$ cat src/rtl/sccb_pkg.sv
// Shared constants and state type for the SCCB camera init sequencer.
// Table entries are {reg, val}; two reserved codes act as control markers.
package sccb_pkg;

    localparam logic [15:0] SCCB_END   = 16'hFFFF;
    localparam logic [15:0] SCCB_DELAY = 16'hFFF0;

    localparam int unsigned PROFILE_QVGA_MIN  = 0;
    localparam int unsigned PROFILE_FULL_TUNE = 1;

    typedef enum logic [2:0] {
        IDLE,
        FETCH,
        DECODE,
        ISSUE,
        WAIT_DONE,
        DELAY,
        FINISH
    } seq_state_t;

endpackage

$ cat src/rtl/sccb_cfg_rom.sv
// Camera init tables, one per profile, with a registered output.
// Any address past a table's end marker, or an unknown profile, reads as SCCB_END.
module sccb_cfg_rom
    import sccb_pkg::*;
#(
    parameter int unsigned ADDR_W       = 8,
    parameter int unsigned NUM_PROFILES = 2,
    localparam int unsigned PROF_W      = (NUM_PROFILES > 1) ? $clog2(NUM_PROFILES) : 1
) (
    input  logic              clk,
    input  logic [PROF_W-1:0] profile,
    input  logic [ADDR_W-1:0] addr,
    output logic [15:0]       dout
);

    logic [31:0] w_idx;
    logic [31:0] w_prof;
    logic [15:0] w_entry;

    assign w_idx  = 32'(addr);
    assign w_prof = 32'(profile);

    always_comb begin
        w_entry = SCCB_END;
        if (w_prof == PROFILE_QVGA_MIN) begin
            case (w_idx)
                0:       w_entry = 16'h1280;
                1:       w_entry = 16'h1214;
                2:       w_entry = 16'h40D0;
                3:       w_entry = 16'h13E7;
                4:       w_entry = 16'h5578;
                default: w_entry = SCCB_END;
            endcase
        end else if (w_prof == PROFILE_FULL_TUNE) begin
            // Soft reset must settle before any further register write lands.
            case (w_idx)
                0:       w_entry = 16'h1280;
                1:       w_entry = SCCB_DELAY;
                2:       w_entry = 16'h1214;
                3:       w_entry = 16'h1716;
                4:       w_entry = 16'h1804;
                5:       w_entry = 16'h3224;
                6:       w_entry = 16'h1902;
                7:       w_entry = 16'h1A7A;
                8:       w_entry = 16'h030A;
                9:       w_entry = 16'h4F80;
                10:      w_entry = 16'h5080;
                11:      w_entry = 16'h5100;
                12:      w_entry = 16'h5222;
                13:      w_entry = 16'h535E;
                14:      w_entry = 16'h5480;
                15:      w_entry = 16'h589E;
                16:      w_entry = 16'h7A20;
                17:      w_entry = 16'h7B10;
                18:      w_entry = 16'h7C1E;
                19:      w_entry = 16'h7D35;
                20:      w_entry = 16'h13E7;
                21:      w_entry = 16'h0000;
                22:      w_entry = 16'h1418;
                23:      w_entry = 16'h2495;
                24:      w_entry = 16'h2533;
                25:      w_entry = 16'h26E3;
                26:      w_entry = 16'h40D0;
                default: w_entry = SCCB_END;
            endcase
        end
    end

    always_ff @(posedge clk) begin
        dout <= w_entry;
    end

endmodule

$ cat src/rtl/sccb_init_sequencer.sv
// Walks the selected init table and issues {reg,val} writes to the SCCB master,
// handling delay/end markers, NACK retry, abort and table overrun.
module sccb_init_sequencer
    import sccb_pkg::*;
#(
    parameter int unsigned ADDR_W       = 8,
    parameter int unsigned NUM_PROFILES = 2,
    parameter int unsigned DELAY_CYCLES = 250000,
    parameter int unsigned MAX_RETRY    = 3,
    localparam int unsigned PROF_W      = (NUM_PROFILES > 1) ? $clog2(NUM_PROFILES) : 1
) (
    input  logic              clk,
    input  logic              rst_n,
    input  logic              start,
    input  logic              abort,
    input  logic [PROF_W-1:0] profile_sel,
    output logic              wr_req,
    output logic [7:0]        wr_reg,
    output logic [7:0]        wr_val,
    input  logic              wr_ack,
    input  logic              wr_done,
    input  logic              wr_nack,
    output logic              busy,
    output logic              done,
    output logic              error,
    output logic [ADDR_W-1:0] cur_index
);

    localparam int unsigned DLY_W = (DELAY_CYCLES > 1) ? $clog2(DELAY_CYCLES) : 1;
    localparam int unsigned RTY_W = (MAX_RETRY > 0) ? $clog2(MAX_RETRY + 1) : 1;

    seq_state_t        r_state,   w_state;
    logic [PROF_W-1:0] r_profile, w_profile;
    logic [ADDR_W-1:0] r_index,   w_index;
    logic [RTY_W-1:0]  r_retry,   w_retry;
    logic [DLY_W-1:0]  r_delay,   w_delay;
    logic [7:0]        r_wr_reg,  w_wr_reg;
    logic [7:0]        r_wr_val,  w_wr_val;
    logic              r_busy,    w_busy;
    logic              r_done,    w_done;
    logic              r_error,   w_error;
    logic              r_abort_pend, w_abort_pend;
    logic              w_wr_req;
    logic [15:0]       w_rom_dout;
    logic              w_last_index;

    sccb_cfg_rom #(
        .ADDR_W       (ADDR_W),
        .NUM_PROFILES (NUM_PROFILES)
    ) u_rom (
        .clk     (clk),
        .profile (r_profile),
        .addr    (r_index),
        .dout    (w_rom_dout)
    );

    assign w_last_index = (r_index == '1);

    always_comb begin
        w_state      = r_state;
        w_profile    = r_profile;
        w_index      = r_index;
        w_retry      = r_retry;
        w_delay      = r_delay;
        w_wr_reg     = r_wr_reg;
        w_wr_val     = r_wr_val;
        w_busy       = r_busy;
        w_done       = r_done;
        w_error      = r_error;
        w_abort_pend = r_abort_pend;
        w_wr_req     = 1'b0;

        unique case (r_state)
            IDLE: begin
                if (start && !abort) begin
                    w_profile = profile_sel;
                    w_index   = '0;
                    w_retry   = '0;
                    w_done    = 1'b0;
                    w_error   = 1'b0;
                    w_busy    = 1'b1;
                    w_state   = FETCH;
                end
            end
            FETCH: begin
                if (abort) begin
                    w_busy  = 1'b0;
                    w_state = IDLE;
                end else begin
                    w_state = DECODE;
                end
            end
            DECODE: begin
                if (abort) begin
                    w_busy  = 1'b0;
                    w_state = IDLE;
                end else if (w_rom_dout == SCCB_END) begin
                    w_state = FINISH;
                end else if (w_rom_dout == SCCB_DELAY) begin
                    w_delay = '0;
                    w_state = DELAY;
                end else begin
                    w_wr_reg = w_rom_dout[15:8];
                    w_wr_val = w_rom_dout[7:0];
                    w_state  = ISSUE;
                end
            end
            ISSUE: begin
                // Abort withdraws the request combinationally so no new transfer can start.
                if (abort) begin
                    w_busy  = 1'b0;
                    w_state = IDLE;
                end else begin
                    w_wr_req = 1'b1;
                    if (wr_ack) begin
                        w_abort_pend = 1'b0;
                        w_state      = WAIT_DONE;
                    end
                end
            end
            WAIT_DONE: begin
                // Abort is remembered so a short pulse still stops the run once the transfer ends.
                if (abort) begin
                    w_abort_pend = 1'b1;
                end
                if (wr_done) begin
                    w_abort_pend = 1'b0;
                    if (abort || r_abort_pend) begin
                        w_busy  = 1'b0;
                        w_state = IDLE;
                    end else if (!wr_nack) begin
                        w_retry = '0;
                        if (w_last_index) begin
                            w_error = 1'b1;
                            w_busy  = 1'b0;
                            w_state = IDLE;
                        end else begin
                            w_index = r_index + ADDR_W'(1);
                            w_state = FETCH;
                        end
                    end else if (r_retry < RTY_W'(MAX_RETRY)) begin
                        w_retry = r_retry + RTY_W'(1);
                        w_state = ISSUE;
                    end else begin
                        w_error = 1'b1;
                        w_busy  = 1'b0;
                        w_state = IDLE;
                    end
                end
            end
            DELAY: begin
                if (abort) begin
                    w_busy  = 1'b0;
                    w_state = IDLE;
                end else if (r_delay == DLY_W'(DELAY_CYCLES - 1)) begin
                    if (w_last_index) begin
                        w_error = 1'b1;
                        w_busy  = 1'b0;
                        w_state = IDLE;
                    end else begin
                        w_index = r_index + ADDR_W'(1);
                        w_state = FETCH;
                    end
                end else begin
                    w_delay = r_delay + DLY_W'(1);
                end
            end
            FINISH: begin
                w_done  = 1'b1;
                w_busy  = 1'b0;
                w_state = IDLE;
            end
            default: begin
                w_busy  = 1'b0;
                w_state = IDLE;
            end
        endcase
    end

    always_ff @(posedge clk or negedge rst_n) begin
        if (!rst_n) begin
            r_state      <= IDLE;
            r_profile    <= '0;
            r_index      <= '0;
            r_retry      <= '0;
            r_delay      <= '0;
            r_wr_reg     <= '0;
            r_wr_val     <= '0;
            r_busy       <= 1'b0;
            r_done       <= 1'b0;
            r_error      <= 1'b0;
            r_abort_pend <= 1'b0;
        end else begin
            r_state      <= w_state;
            r_profile    <= w_profile;
            r_index      <= w_index;
            r_retry      <= w_retry;
            r_delay      <= w_delay;
            r_wr_reg     <= w_wr_reg;
            r_wr_val     <= w_wr_val;
            r_busy       <= w_busy;
            r_done       <= w_done;
            r_error      <= w_error;
            r_abort_pend <= w_abort_pend;
        end
    end

    assign wr_req    = w_wr_req;
    assign wr_reg    = r_wr_reg;
    assign wr_val    = r_wr_val;
    assign busy      = r_busy;
    assign done      = r_done;
    assign error     = r_error;
    assign cur_index = r_index;

endmodule

$ cat config.mk
export PLATFORM = sky130hd
export DESIGN_NAME = sccb_init_sequencer
export DESIGN_NICKNAME = d
export VERILOG_FILES = /design/src/rtl/sccb_pkg.sv /design/src/rtl/sccb_cfg_rom.sv /design/src/rtl/sccb_init_sequencer.sv
export SDC_FILE = /design/constraint.sdc
export NUM_CORES = 1
export LEC_CHECK = 0
export CAP_MARGIN = 20
export CORE_AREA = 2 2 93 95
export CTS_BUF_LIST = sky130_fd_sc_hd__clkbuf_4
export DETAILED_ROUTE_END_ITERATION = 7
export DIE_AREA = 0 0 95 97
export GPL_TIMING_DRIVEN = 0
export PLACE_DENSITY = 0.74
export SYNTH_ARGS = -nofsm -noshare
export SYNTH_HDL_FRONTEND = slang
export SYNTH_SLANG_ARGS = --single-unit
$ cat constraint.sdc
create_clock -name clk -period 2.1 [get_ports clk]
set_input_delay 0.63 -clock clk [delete_from_list [all_inputs] [get_ports clk]]
set_output_delay 0.63 -clock clk [all_outputs]
set_load 0.05 [all_outputs]
* After elaboration in Yosys (flattened, before gate mapping)
Memory sizes are Yosys's and may differ from the RTL's.
Cells that the tools add are included.
** Storage, ports and cells
- Register bits :: 68
- Bits in latches :: 0
- Memory bits (writable) :: 0
- ROM bits :: 512
- Input bits :: 8
- Output and inout port bits :: 28
- Memories :: 1
** Cells by class
- Add/subtract/negate cells :: 3
- Multiply operators :: 0
- Div/mod/pow operators :: 0
- Magnitude comparators :: 1
- Equality and inequality tests :: 33
- Shift-type cells :: 0
- Muxes and demuxes :: 66
- Bitwise gates (word level) :: 3
- Reduce and logical (&&, ||, !) cells :: 23
** Memory list
- (no name shown) :: depth 32, width 16, read ports 1, clocked after Yosys merged registers in 0, wr ports 0, RTL line sccb_cfg_rom.sv:36 : case (w_idx)
** Operator list (count)
- 18-bit two-way mux :: 5
- 16-bit one-hot mux with 5 select lines :: 1
- 32-bit logical NOT :: 2
- 8-bit two-way mux :: 7
- 16-bit two-way mux :: 3
- 18-bit one-hot mux with 2 select lines :: 1
- 16-bit equality test (second input constant) :: 2
- 27-bit logical NOT :: 1
- 3-bit two-way mux :: 9
- 1-bit two-way mux :: 24
- 2-bit inequality test (second input constant) :: 12
- 8-bit one-hot mux with 3 select lines :: 1
- 18-bit by 1-bit adder with 18-bit output (second input constant) :: 1
- 18-bit equality test (second input constant) :: 1
- 2-bit two-way mux :: 9
- 3-bit one-hot mux with 6 select lines :: 1
- 8-bit by 2-bit equality test with 1-bit output (second input constant) :: 2
- 3-bit inequality test (second input constant) :: 5
- 7-bit AND reduction :: 2
- 4-bit AND reduction :: 3
- 5-bit AND reduction :: 2
- 3-bit equality test (second input constant) :: 3
- 8-bit by 1-bit adder with 8-bit output (second input constant) :: 1
- 8-bit by 1-bit equality test with 1-bit output (second input constant) :: 1
- 22 further kinds :: 30

* Logic depth before layout (Yosys ltp)
- Word-level depth :: 6
- Gate-level depth with buffers :: 9
- Depth with buffers taken out :: 8

* Cells and area by module
A second synthesis with hierarchy kept.
** Unflattened totals
- Cell total of the unflattened synthesis :: 456
- Area total of the unflattened synthesis :: 4131.5 µm²
** Modules (own cells, without submodules)
- sccb_init_sequencer :: instances 1, cells an instance 283, area each 2834.0 µm², sequential area each 1301.2 µm²
- sccb_cfg_rom :: instances 1, cells an instance 173, area each 1297.5 µm², sequential area each 320.3 µm²

* Least setup slack after synthesis
No wires, ideal clock.
- Path type :: register to register
- From :: register r_index[1] (netlist: cur_index[1])
- To :: register u_rom.dout[2]
- Setup time :: 149 ps
- Arrival :: 2208 ps
- Required time :: 1951 ps
- Path slack :: -257 ps
- Cell stages (with the launch flop) :: 8
- Path buffers :: 1
- Cell sequence :: dfrtp_1 inv_1 ha_1 clkbuf_1 o21ba_2 nor3_1 nor4b_1 a21oi_1
** On the way
- Cells in the longest elaborated chain, start to end :: 4
- Elaborated cells between the ends (all ways) :: 10
- Classes of those cells :: eq/ne (4); mux (4); reduce/logical (1); memory (1)
** RTL lines
- from (decl) :: RTL line sccb_init_sequencer.sv:34 : logic [ADDR_W-1:0] r_index, w_index;
- from (signal assigned) :: RTL line sccb_init_sequencer.sv:196 : r_index <= w_index;
- memory 32 x 16 bit
- 16-bit two-way mux :: RTL line sccb_cfg_rom.sv:36
- 16-bit two-way mux :: RTL line sccb_cfg_rom.sv:34 : end else if (w_prof == PROFILE_FULL_TUNE) begin
- 16-bit two-way mux (*) :: RTL line sccb_cfg_rom.sv:25 : if (w_prof == PROFILE_QVGA_MIN) begin
- named net u_rom.w_entry[2] :: RTL line sccb_cfg_rom.sv:18 : logic [15:0] w_entry;
- to (signal assigned) :: RTL line sccb_cfg_rom.sv:70 : dout <= w_entry;
- to (decl) :: RTL line sccb_cfg_rom.sv:13 : output logic [15:0] dout
Mark *: on every way through the listed nets, which the timed path passes. The rest lies on a longest branch.
A chain may end at the register's enable or synchronous reset.

* Worst setup path in the final report
- From :: register r_delay[10]
- To :: register r_index[3] (netlist: cur_index[3])
** On the way
- Cells in the longest elaborated chain, start to end :: 3
** RTL lines
- from (decl) :: RTL line sccb_init_sequencer.sv:36 : logic [DLY_W-1:0] r_delay, w_delay;
- from (signal assigned) :: RTL line sccb_init_sequencer.sv:198 : r_delay <= w_delay;
- 18-bit equality test :: RTL line sccb_init_sequencer.sv:155 : end else if (r_delay == DLY_W'(DELAY_CYCLES - 1)) begin
- 2-bit inequality test (no source line)
- 7-bit AND reduction (no source line)
No other way between the ends.

==> reports/results.ini <==
[global_route]
grt_use_total_pct=25.48
use_met3_pct=5.997
grt_pass1_wl_um=18600
antenna_found_initial=0
grt-ovfl-total=0
grt_pass1_vias=3737
grt_use_met2_pct=37.81
grt-busiest-layer=met2
grt_max_degree=39
met1_usage_pct=36.13

[synth]
syn-cell-area_um2=4045
async_flop_share_pct=76.47
ys.flop_type=dfrtp_1
synth.distinct_cells=62
synth_edf_count=0
ys_seq_area_share_pct=40.09
synthCells=461
synth-seq-cells=68
avgSynthCellArea_um2=8.775
synth_nets=485
ys.warnings.count=0

[cells_and_area]
fillers=702
drive_gt1_share_pct=25.47
nets=553
final_cell_mix=dfrtp_1, nand2_1, nor2_1
top_regs=r_delay x18, u_rom.dout x16
top_register=r_delay
num_antenna_cells=0
syn_to_final_growth_pct=26.72
largest_register_ff_count=18
final_cell_area_um2=5126
final-seq-area_um2=1629
multi_input_area_um2=2521
final_common_cell=dfrtp_1

[drt]
routed_wl_um=11680
wl_per_cell_um=18.28
vias=4016
firstDrtPassIters=5
dr.first_iter.drc_count=371
vias_per_cell=6.285
antenna_left=0
route.detailed.drc=0

[critical_path]
critPathRequiredTime_ns=2.45
path_class=reg2reg
cp-start-kind=register
timing.rr.end=cur_index[3]
end_kind=register
rrSetupSlack_ns=-0.16
cp-startpoint=r_delay[10]
crit_arrival_ns=2.62
rr_startpoint=r_delay[10]
path_max_fanout=8
r2r_cells=5

[sta]
rsz0062_at_grt=yes
clock.fmax_ghz=0.4417
fin_worst_skew_ns=0.02561
hold_violations=0
relSlewSlack_pct=56.54
worst_pin_slew_ns=0.6469
min_period_over_period_pct=107.8
setup_viol=21
finalMaxSlewViolations=0
fin_crit_ns=2.264
setup_ws_ns=-0.1642

[die]
num_rows=33
core_um2=8134
pin_count=36
initial_utilization_pct=49.73
die_height_um=97
die_x_um=95
dieArea_um2=9215

[place]
gp_congestion=0.9936
hpwl_um=7727
portBuffers=35
placed_area_um2=4578

[clock_tree]
clk_latency_ns=0.43
cts_tree=built
clk_pin_slew_worst_paths_ns=0.14
max-clock-path-buffers=2
clkSinkCount=68
h-tree-depth=3
postCtsHoldBufs=0
cts-root-buf=clkbuf_4
numCtsBuffers=9

[power_and_ir_drop]
leakage_nw=2.194
power_density_nw_per_um2=943.1
vdd_ir_drop_max_mv=0.4171
power_mw=4.835

[worst_hold_path]
hold_class=in2async

[outcome]
violations=setup timing
status=finished, violations left

[run]
maxCapViolCount=0

-- layout make-up --
cell class,instances,area share (%)
Clock buffer,10,1.464
Multi-Input combinational cell,354,49.18
Tap cell,105,2.563
Clock inverter,6,1.245
Inverter,13,1.050
Timing Repair Buffer,60,10.28
Buffer,23,2.441
Sequential cell,68,31.78
-- Yosys cell counts, types with 4 or more instances --
| cell | n | area (µm²) |
|---|---|---|
| nand3b_1 | 5 | 37.54 |
| a311oi_1 | 4 | 35.03 |
| and3_1 | 4 | 25.02 |
| a21oi_1 | 41 | 205.2 |
| clkbuf_1 | 20 | 75.07 |
| mux2_2 | 18 | 202.7 |
| nand4_1 | 13 | 81.33 |
| a41oi_1 | 5 | 43.79 |
| dfrtp_1 | 52 | 1301 |
| inv_1 | 12 | 45.04 |
| o21a_1 | 6 | 45.04 |
| and2_1 | 5 | 31.28 |
| nor3_1 | 12 | 60.06 |
| nand3_1 | 15 | 75.07 |
| or4_1 | 4 | 30.03 |
| nor2_1 | 36 | 135.1 |
| o21ai_0 | 30 | 150.1 |
| nand2_1 | 47 | 176.4 |
| nor4_1 | 6 | 37.54 |
| dfxtp_1 | 16 | 320.3 |
| mux2i_1 | 6 | 60.06 |
| o221ai_1 | 5 | 43.79 |
| nand2b_1 | 9 | 56.30 |
| a31oi_1 | 10 | 62.56 |
| ha_1 | 16 | 200.2 |
-- worst max-delay path, stage by stage (launching register included) --
cell     delay (ns)
dfrtp_1        0.41
or4_4          0.54
or3_4          0.37
o21a_4         0.25
or4_4          0.43
a21oi_2        0.17
-- per-stage QoR --
step | cells | setup WS (ns) | setup TNS [ns] | utilization [%] | hold WS (ns)
final | 639 | -0.1642 | -1.227 | 63.02 | 0.09320
after detailed placement | 602 | -1.121 | -36.55 | 56.28 | 0.4805
after CTS | 626 | -0.1407 | -0.5980 | 60.21 | 0.09653
after global placement | 601 | -1.353 | -97.13 | 56.10 | 0.4772
after global routing | 639 | -0.2086 | -2.585 | 63.02 | 0.08842
after floorplan | 461 | -0.02734 | -0.07689 | - | 0.3344
-- what timing repair did --
action / CTS / global route
hold endpoints to repair: 0 / 0
gates resized for setup: 75 / 45
endpoints found under the setup margin: 90 / 45
pin swaps: 10 / 6
gates cloned: 0 / 2
setup buffers: 11 / 12
-- cells by family (layout without fill, tap and decap cells) --
| group | count (synthesis) | count (layout) | synth area share [%] |
|---|---|---|---|
| adders and majority gates | 16 | 16 | 4.949 |
| and+or+nand+nor | 173 | 173 | 21.78 |
| buffers and inverters | 40 | 112 | 3.990 |
| DFF | 68 | 68 | 40.09 |
| muxes | 24 | 24 | 6.495 |
| AOI/OAI and AO/OA | 140 | 141 | 22.70 |
-- worst max path at each step --
stage                              end  cells after the start
final                     cur_index[3]                      5
after global routing      cur_index[3]                      6
after CTS                 cur_index[3]                      5
after detailed placement        wr_req                      5
after global placement    cur_index[1]                      1
after floorplan           cur_index[3]                      5
-- routing by layer --
metal	part of all wire (%)	routed length (µm)
met1	44	5184
met2	46	5351
met3	7.9	922
met4	1.9	223
met5	0	0
-- where the power goes --
| group | internal (mW) | total, mW | switching (mW) |
|---|---|---|---|
| clock network | 0.376 | 0.888 | 0.512 |
| logic | 0.750 | 2.13 | 1.38 |
| registers | 1.62 | 1.82 | 0.201 |
No activity file was read; power rests on OpenSTA's default activity.
